[src/rtl/instr_feeder.sv]
// Program sequencer feeding a processor's instruction input from a local program memory.
// Optional single-step mode (PAUSE state and `step` port) is enabled by defining FEEDER_STEP_EN.
module instr_feeder #(
    parameter int DEPTH      = 16,
    parameter int AW         = 4,
    parameter int MV_CYCLES  = 2,
    parameter int ALU_CYCLES = 4
) (
    input  logic          clk,
    input  logic          resetn,
    input  logic          load_en,
    input  logic [AW-1:0] load_addr,
    input  logic [15:0]   load_data,
    input  logic          start,
    input  logic          abort,
`ifdef FEEDER_STEP_EN
    input  logic          step,
`endif
    input  logic [15:0]   outProcessador,
    output logic [15:0]   iin,
    output logic          proc_resetn,
    output logic          busy,
    output logic          done,
    output logic [AW-1:0] pc,
    output logic [15:0]   last_result
);

    typedef enum logic [1:0] {
        S_IDLE  = 2'd0,
        S_RUN   = 2'd1,
        S_DONE  = 2'd2
`ifdef FEEDER_STEP_EN
        ,
        S_PAUSE = 2'd3
`endif
    } state_t;

    localparam logic [2:0] OP_HALT = 3'b111;

    state_t        r_state;
    logic [15:0]   r_mem [DEPTH];
    logic [2:0]    r_cnt;
    logic [AW-1:0] r_pc;
    logic [15:0]   r_iin;
    logic [15:0]   r_last;
    logic          r_busy;
    logic          r_done;
    logic          r_procRstN;

    state_t        w_stateNext;
    logic [2:0]    w_cntNext;
    logic [AW-1:0] w_pcNext;
    logic [15:0]   w_iinNext;
    logic [15:0]   w_lastNext;
    logic          w_memWe;
    logic          w_busyNext;
    logic          w_doneNext;
    logic          w_procRstNNext;

    logic [AW-1:0] w_pcInc;
    logic [15:0]   w_nextWord;
    logic          w_nextHalt;
    logic          w_atEnd;
    logic          w_word0Halt;

    // Hold counter reload value: presentation length minus one.
    function automatic logic [2:0] holdLen(input logic [2:0] op);
        if (op == 3'b010 || op == 3'b011)
            holdLen = 3'(ALU_CYCLES - 1);
        else
            holdLen = 3'(MV_CYCLES - 1);
    endfunction

    assign w_pcInc     = r_pc + 1'b1;
    assign w_nextWord  = r_mem[w_pcInc];
    assign w_nextHalt  = (w_nextWord[15:13] == OP_HALT);
    assign w_atEnd     = (r_pc == AW'(DEPTH - 1));
    assign w_word0Halt = (r_mem[0][15:13] == OP_HALT);

    always_comb begin
        w_stateNext = r_state;
        w_cntNext   = r_cnt;
        w_pcNext    = r_pc;
        w_iinNext   = r_iin;
        w_lastNext  = r_last;
        w_memWe     = 1'b0;

        if (abort) begin
            w_stateNext = S_IDLE;
        end else begin
            case (r_state)
                S_IDLE, S_DONE: begin
                    if (load_en) begin
                        w_memWe = 1'b1;
                    end else if (start) begin
                        if (w_word0Halt) begin
                            w_stateNext = S_DONE;
                        end else begin
                            w_pcNext    = '0;
                            w_iinNext   = r_mem[0];
                            w_cntNext   = holdLen(r_mem[0][15:13]);
                            w_stateNext = S_RUN;
                        end
                    end
                end
                S_RUN: begin
                    if (r_cnt != 3'd0) begin
                        w_cntNext = r_cnt - 3'd1;
                    end else begin
                        w_lastNext = outProcessador;
                        if (w_atEnd || w_nextHalt) begin
                            w_stateNext = S_DONE;
                        end else begin
`ifdef FEEDER_STEP_EN
                            w_stateNext = S_PAUSE;
`else
                            w_pcNext    = w_pcInc;
                            w_iinNext   = w_nextWord;
                            w_cntNext   = holdLen(w_nextWord[15:13]);
                            w_stateNext = S_RUN;
`endif
                        end
                    end
                end
`ifdef FEEDER_STEP_EN
                S_PAUSE: begin
                    if (step) begin
                        w_pcNext    = w_pcInc;
                        w_iinNext   = w_nextWord;
                        w_cntNext   = holdLen(w_nextWord[15:13]);
                        w_stateNext = S_RUN;
                    end
                end
`endif
                default: begin
                    w_stateNext = S_IDLE;
                end
            endcase
        end

        // The processor never sees a word outside RUN/PAUSE.
        if (w_stateNext == S_IDLE || w_stateNext == S_DONE)
            w_iinNext = '0;

        w_busyNext     = (w_stateNext == S_RUN);
        w_doneNext     = (w_stateNext == S_DONE);
        w_procRstNNext = (w_stateNext == S_RUN) || (w_stateNext == S_DONE);
`ifdef FEEDER_STEP_EN
        if (w_stateNext == S_PAUSE)
            w_busyNext = 1'b1;
`endif
    end

    always_ff @(posedge clk or negedge resetn) begin
        if (!resetn) begin
            r_state    <= S_IDLE;
            r_cnt      <= '0;
            r_pc       <= '0;
            r_iin      <= '0;
            r_last     <= '0;
            r_busy     <= 1'b0;
            r_done     <= 1'b0;
            r_procRstN <= 1'b0;
        end else begin
            r_state    <= w_stateNext;
            r_cnt      <= w_cntNext;
            r_pc       <= w_pcNext;
            r_iin      <= w_iinNext;
            r_last     <= w_lastNext;
            r_busy     <= w_busyNext;
            r_done     <= w_doneNext;
            r_procRstN <= w_procRstNNext;
        end
    end

    always_ff @(posedge clk or negedge resetn) begin
        if (!resetn) begin
            for (int i = 0; i < DEPTH; i++)
                r_mem[i] <= '0;
        end else if (w_memWe) begin
            r_mem[load_addr] <= load_data;
        end
    end

    assign iin         = r_iin;
    assign proc_resetn = r_procRstN;
    assign busy        = r_busy;
    assign done        = r_done;
    assign pc          = r_pc;
    assign last_result = r_last;

endmodule

[config.mk]
export PLATFORM = sky130hd
export DESIGN_NAME = instr_feeder
export DESIGN_NICKNAME = d
export VERILOG_FILES = /design/src/rtl/instr_feeder.sv
export SDC_FILE = /design/constraint.sdc
export NUM_CORES = 1
export LEC_CHECK = 0
export BUFFER_PORTS_ARGS = -buffer_cell sky130_fd_sc_hd__buf_2
export CAP_MARGIN = 20
export CORE_ASPECT_RATIO = 0.9
export CORE_MARGIN = 3
export CORE_UTILIZATION = 50
export DETAILED_ROUTE_END_ITERATION = 10
export GPL_ROUTABILITY_DRIVEN = 0
export GPL_TIMING_DRIVEN = 0
export PLACE_DENSITY_LB_ADDON = 0.05
export SETUP_SLACK_MARGIN = 0.15
export SYNTH_ARGS = -nofsm -noshare
export SYNTH_HDL_FRONTEND = slang
export SYNTH_SLANG_ARGS = --single-unit
[constraint.sdc]
create_clock -name clk -period 2.8 [get_ports clk]
set_input_delay 0.14 -clock clk [delete_from_list [all_inputs] [get_ports clk]]
set_output_delay 0.14 -clock clk [all_outputs]
set_load 0.05 [all_outputs]
======== Word-level counts from Yosys, hierarchy flattened ========
Index checks and enable logic that the tools add are counted.
cells by class
  eq/ne operators ......................... 23
  mux-type cells .......................... 38
  $add $sub $neg .......................... 2
  reduce and logical (&&, ||, !) cells .... 16
  bitwise operators ....................... 4
  magnitude comparators ................... 3
operator list
  operator             number
  $bwmux 256           1
  $mux 16              10
  $bmux 16 s4          1
  $demux 16 s4         1
  $pmux 16 s2          1
  $mux 4               5
  $ne 3x3->1 const B   6
  $mux 2               8
  $mux 3               5
  $reduce_and 7->1     2
  $eq 3x2->1 const B   4
  $ge 5x5->1 const B   2
  $ne 2x2->1 const B   5
  $not 4->5            2
  $pmux 4 s2           1
  $eq 3x3->1 const B   2
  $pmux 3 s2           1
  $reduce_and 6->1     1
  $reduce_bool 3->1    2
  $logic_or 1x1->1     5
  $lt 5x1->1 const B   1
  $add 4x1->4 const B  1
  $eq 2x1->1 const B   2
  $eq 2x2->1 const B   2
  other kinds (11)     15
storage, ports and cells
  register bits ........................... 300
  word-level logic and storage cells ...... 110

======== Longest topological paths before layout ========
  word-level depth ........................ 15
  depth in mapped cells ................... 11
  depth with buffers taken out ............ 10

======== Least setup slack after synthesis ========
No wires, ideal clock.
  kind .................................... register to register
  from .................................... register r_pc[0], in the netlist pc[0]
  to ...................................... register r_procRstN, in the netlist proc_resetn
  buffers on the path ..................... 1
  clock period less this slack ............ 3.079 ns
  data required time ...................... 2.687 ns
  arrival time ............................ 2.966 ns
  library setup time ...................... 0.113 ns
  stages on the path, launching flop included .. 11
  slack ................................... -0.279 ns
  path through ............................ dfrtp_1 -> ha_1 -> xnor2_2 -> mux2_1 -> or3_1 -> a32o_2 -> nand4b_1 -> nand2_2 -> buf_2 -> ha_1 -> inv_1
between the ends
  word-level cells in the longest chain between the ends .. 13
  elaborated cells between the ends (all ways) .. 15
  those cells by class .................... 1 x add/sub; 4 x eq/ne; 7 x mux; 1 x bitwise; 2 x reduce/logical
ends and longest elaborated chain
  element                                      RTL line  source
  from (decl)                                  43        logic [AW-1:0] r_pc;
  from (signal assigned)                       167       r_pc <= w_pcNext;
  $add 4x1->4                                  74        assign w_pcInc = r_pc + 1'b1;
  $not 4->5 (implied by the code)              75        assign w_nextWord = r_mem[w_pcInc];
  $bmux 16 s4                                  75
  $mux 16 (implied by the code) (2 in series)  75
  $eq 3x3->1                                   76        assign w_nextHalt = (w_nextWord[15:13] == OP_HALT);
  $logic_or 1x1->1 (*)                         111       if (w_atEnd || w_nextHalt) begin
  $mux 2 (*)                                   111
  $mux 2 (*)                                   107       if (r_cnt != 3'd0) begin
  $pmux 2 s2 (*)                               91        case (r_state)
  $mux 2 (*)                                   88        if (abort) begin
  $eq 2x1->1 or $eq 2x2->1 (tied branches)     147       w_procRstNNext = (w_stateNext == S_RUN) || (w_stateNext == S_DONE);
  $logic_or 1x1->1 (*)                         147
  named net w_procRstNNext                     58        logic w_procRstNNext;
  to (signal assigned)                         172       r_procRstN <= w_procRstNNext;
  to (decl)                                    48        logic r_procRstN;
Mark *: on every way through the listed nets, which the timed path passes. The rest lies on a longest branch. The select of a mux whose other input is x is not followed.
A chain may end at the register's enable or synchronous reset.

======== Worst setup path in the final report ========
  from .................................... register r_pc[1], in the netlist pc[1]
  to ...................................... register r_iin[10], in the netlist iin[10]
between the ends
  word-level cells in the longest chain between the ends .. 15
  elaborated cells between the ends (all ways) .. 28
  those cells by class .................... 1 x add/sub; 9 x eq/ne; 12 x mux; 1 x bitwise; 5 x reduce/logical
ends and longest elaborated chain
  element                                                    RTL line  source
  $add 4x1->4                                                74
  $not 4->5 (implied by the code)                            75
  $bmux 16 s4                                                75
  $mux 16 (implied by the code) (2 in series)                75
  $eq 3x3->1                                                 76
  $logic_or 1x1->1                                           111
  $mux 2                                                     111
  $mux 2                                                     107
  $pmux 2 s2                                                 91
  $mux 2                                                     88
  $eq 2x2->1 or $logic_not 2->1 (tied branches)              142       if (w_stateNext == S_IDLE || w_stateNext == S_DONE)
  $logic_or 1x1->1                                           142
  $ne 3x3->1 (no source line), or another cell as far along  --
  $reduce_and 7->1 (no source line)                          --
  to (signal assigned)                                       168       r_iin <= w_iinNext;
  to (decl)                                                  44        logic [15:0] r_iin;
Several ways; a longest one is shown, not always the timed one. The select of a mux whose other input is x is not followed.

==> results.md <==
- Detailed-route via count: 8,643
- Clock Path Buffers: 3
- # rows: 56
- Slowest CP cell: dfrtp_2
- Critical Path Sink Type: register
- Fin Clk Skew: 0.0111 ns
- Starting density of the core: 0.517
- H-tree depth: 2
- Met2 WL: 17,000 µm
- Reg clk slew, reported paths: 0.06 ns
- Final min period: 2.81 ns
- Syn Area/Cell: 15.3 µm²
- Die width: 180 µm
- DP HPWL: 22,600 µm
- Clock root buffer master: clkbuf_16
- DR top layer: met4
- Final hold viol count: 0
- Simple-Gate Fraction of Synth Area: 0.0411
- IO buf count: 76
- Num CTS Buffers: 34
- RR Startpoint: pc[1]$_DFFE_PN0P_
- # DRC: 0
- 1st-iter DRT viols: 653
- FF+latch count, synth: 300
- Max incr delay on CP: 0.43 ns
- Clk sink count: 300
- Max-cap violations: 0
- Synth warn: 0
- Remaining Overflow, GRT: 0
- Final nets: 1,136
- Achievable frequency: 355 MHz
- Clock latency on the worst-skew pair: 0.51 ns
- Synth cell types: 48
- Tot Pwr: 13.7 mW
- Critical Setup Path Class: register to register
- Reg2reg setup slack: -0.01 ns
- Die Ht: 163 µm
- Routed WL: 36,900 µm
- Compound-Gate Fraction of Synth Area: 0.0287
- Critical Path RT: 3.18 ns
- Outcome: finished, violations left
- Final WS setup: -0.0141 ns
- CP cell instances: ha_4 -> xnor2_4 -> buf_6 -> mux2_4 -> or3_4 -> a32o_2 -> a31o_4 -> a21oi_4 -> buf_12 -> buf_12 -> a311oi_2
- Via-per-instance ratio: 5.92
- Min-delay worst type: primary input to register
- Synthesized instance count: 894
- Worst Hold End: r_state[1]$_DFF_PN0_
- Die footprint: 0.0294 mm²
- Violated checks: setup timing
- Synth async-reset ratio: 1.00
- Max transition margin: 0.294
- Number of global-route vias before repair: 8,806
- Share of cells above drive strength 1: 0.555
- CP startpoint kind: register
- P_leak: 7.67 nW
- Wl on met1: 16,700 µm
- Detail Route Antenna Nets: 0
- Syn nets: 940
- Crit-path max FO: 5
- Max VDD drop: 0.426 mV
- Post-Synth XOR/XNOR Area: 0.00247
- R2R Path End: iin[10]$_DFFE_PN0P_
- Mux contribution to synthesized area: 0.353
- Hold path start: abort
- Hold WS: 0.135 ns
- R2R depth: 11
- Global-route wire length before repair: 56,000 µm
- Worst Max-Slew Pin Slew: 1.06 ns
- Seq/Total Area, Yosys: 0.548
- Total inserted antenna cells: 0
- Post-Syn Area: 0.0137 mm²
- Largest net degree at the start of global routing: 109
- Largest family of logic cells by synthesized area: multiplexers
- Initial antenna violation count: 0
- Final worst path period share: 1.01
- Slew Viols, Final: 0
- CP arrival: 3.19 ns
- RSZ-0062 raised after global routing: yes
- Met3 wire length: 2480 µm
- Gr usage total: 0.255
- Adder-Cell Fraction of Synth Area: 0.00457
- # setup viols final: 5
- Placeable Area: 0.0265 mm²
- TritonRoute pass-1 iters: 5
- # IOs: 80
- Critical path's most frequent cell: buf_12
- Worst hold stages: 2
- Clock tree from TritonCTS: built
- Main synth FF type: dfrtp_1
- Layout area overhead: 23.7%
- DR WL/cell: 25.3 µm
- PD cells: 809 mW/mm²
- EDFF count, synth: 0
cells in the final DEF (no fill, tap or decap), types with 12 or more instances in the layout:
master,n
dfrtp_1,298
mux2_2,272
buf_2,78
mux4_2,75
buf_4,46
nand2_1,39
clkbuf_16,35
dlygate4sd3_1,33
clkbuf_1,31
nor3_1,16
clkbuf_4,14
buf_6,12
layout make-up:
cell class / instances / area (µm²)
inverter: 5 / 21.3
fill: 1950 / 9550
clock buffer: 46 / 987
sequential: 300 / 7510
buffer: 65 / 473
clock inverter: 13 / 171
tap: 348 / 435
multi-input combinational: 523 / 6120
timing repair buffer: 161 / 1220
synth_stat cells (2+ instances only):
master / number / area [µm²]
buf_2: 13 / 65.1
and3_1: 2 / 12.5
ha_1: 5 / 62.6
o21ai_0: 6 / 30.0
mux2_2: 273 / 3070
inv_1: 5 / 18.8
nor2_1: 14 / 52.6
dfrtp_1: 300 / 7510
a311oi_1: 7 / 61.3
mux4_2: 75 / 1690
a31oi_1: 3 / 18.8
mux2i_1: 3 / 30.0
or3_1: 2 / 12.5
clkbuf_1: 48 / 180
a21oi_4: 2 / 32.5
a311oi_2: 8 / 120
a21oi_1: 5 / 25.0
nand2_1: 45 / 169
nand2b_1: 7 / 43.8
buf_6: 2 / 22.5
mux2_1: 3 / 33.8
nor3_1: 18 / 90.1
buf_1: 2 / 7.51
nor2b_1: 7 / 43.8
a22o_1: 3 / 26.3
nand3_1: 13 / 65.1
nand4_1: 2 / 12.5
per-stage QoR:
stage | worst slack, ns | instance area, µm² | TNS [ns] | utilization | std cells
2_1_floorplan | 0.0293 | 13700 | 0 | - | 894
3_3_place_gp | -4.78 | 14600 | -1332.41 | 0.550 | 1318
3_5_place_dp | -0.596 | 14700 | -47.15 | 0.553 | 1322
4_1_cts | -0.00363 | 16600 | -0.00625 | 0.627 | 1435
5_1_grt | -0.128 | 16900 | -0.988 | 0.640 | 1461
6_report | -0.0141 | 16900 | -0.0561 | 0.640 | 1461
worst max-delay path, delay by kind of cell (launching register included):
kind            cells  cell delay [ns]
mux                 1             0.30
fa+ha+maj           1             0.19
xor+xnor            1             0.14
compound gates      4             0.83
simple gates        1             0.33
buf+inv             3             0.45
flops               1             0.43
power breakdown:
part	switching (mW)	total, mW	leakage (nW)	internal [mW]
clock	1.78	4.61	0.575	2.84
sequential	0.433	5.62	3.88	5.19
combinational	1.79	3.47	3.21	1.68
repair_timing:
| item | 4_1_cts | 5_1_grt |
|---|---|---|
| gates resized for setup | 79 | 43 |
| setup endpoints to repair | 180 | 172 |
| setup buffers | 21 | 26 |
| hold buffers | 33 | 0 |
| pin swaps | 11 | 11 |
| gates cloned | 1 | 0 |
| endpoints found under the hold margin | 218 | 0 |
per-layer routing:
metal  vias up  global-route usage
met4         0              0.0614
met3        59              0.0500
met1      4540               0.377
met5         -                   0
li1       3746                   -
met2       298               0.395
kinds of logic (layout without fill, tap and decap cells):
family,Yosys count,after routing
and+or+nand+nor,118,118
DFF,300,300
muxes,354,354
buffers and inverters,71,290
AOI/OAI and AO/OA,43,43
adders and majority gates,5,5
xor gates and xnor gates,3,3
worst max path at each step:
stage / start / to / slack, ns / cells past startpoint
finish: pc[1]$_DFFE_PN0P_ / iin[10]$_DFFE_PN0P_ / -0.01 / 11
global route: pc[0]$_DFFE_PN0P_ / proc_resetn$_DFF_PN0_ / -0.13 / 14
CTS: r_state[0]$_DFF_PN0_ / r_mem[190]$_DFFE_PN0P_ / -0.004 / 8
detailed placement: pc[1]$_DFFE_PN0P_ / iin[10]$_DFFE_PN0P_ / -0.60 / 10
global placement: resetn / pc[0]$_DFFE_PN0P_ / -4.78 / 1
floorplan: pc[1]$_DFFE_PN0P_ / proc_resetn$_DFF_PN0_ / 0.03 / 10
sequential cells by signal, indices dropped and copies added, names as in the netlist:
name,cells
r_state,2
done,1
iin,16
proc_resetn,1
last_result,16
pc,4
r_cnt,3
busy,1
r_mem,256
No activity file was read; power rests on OpenSTA's default activity.
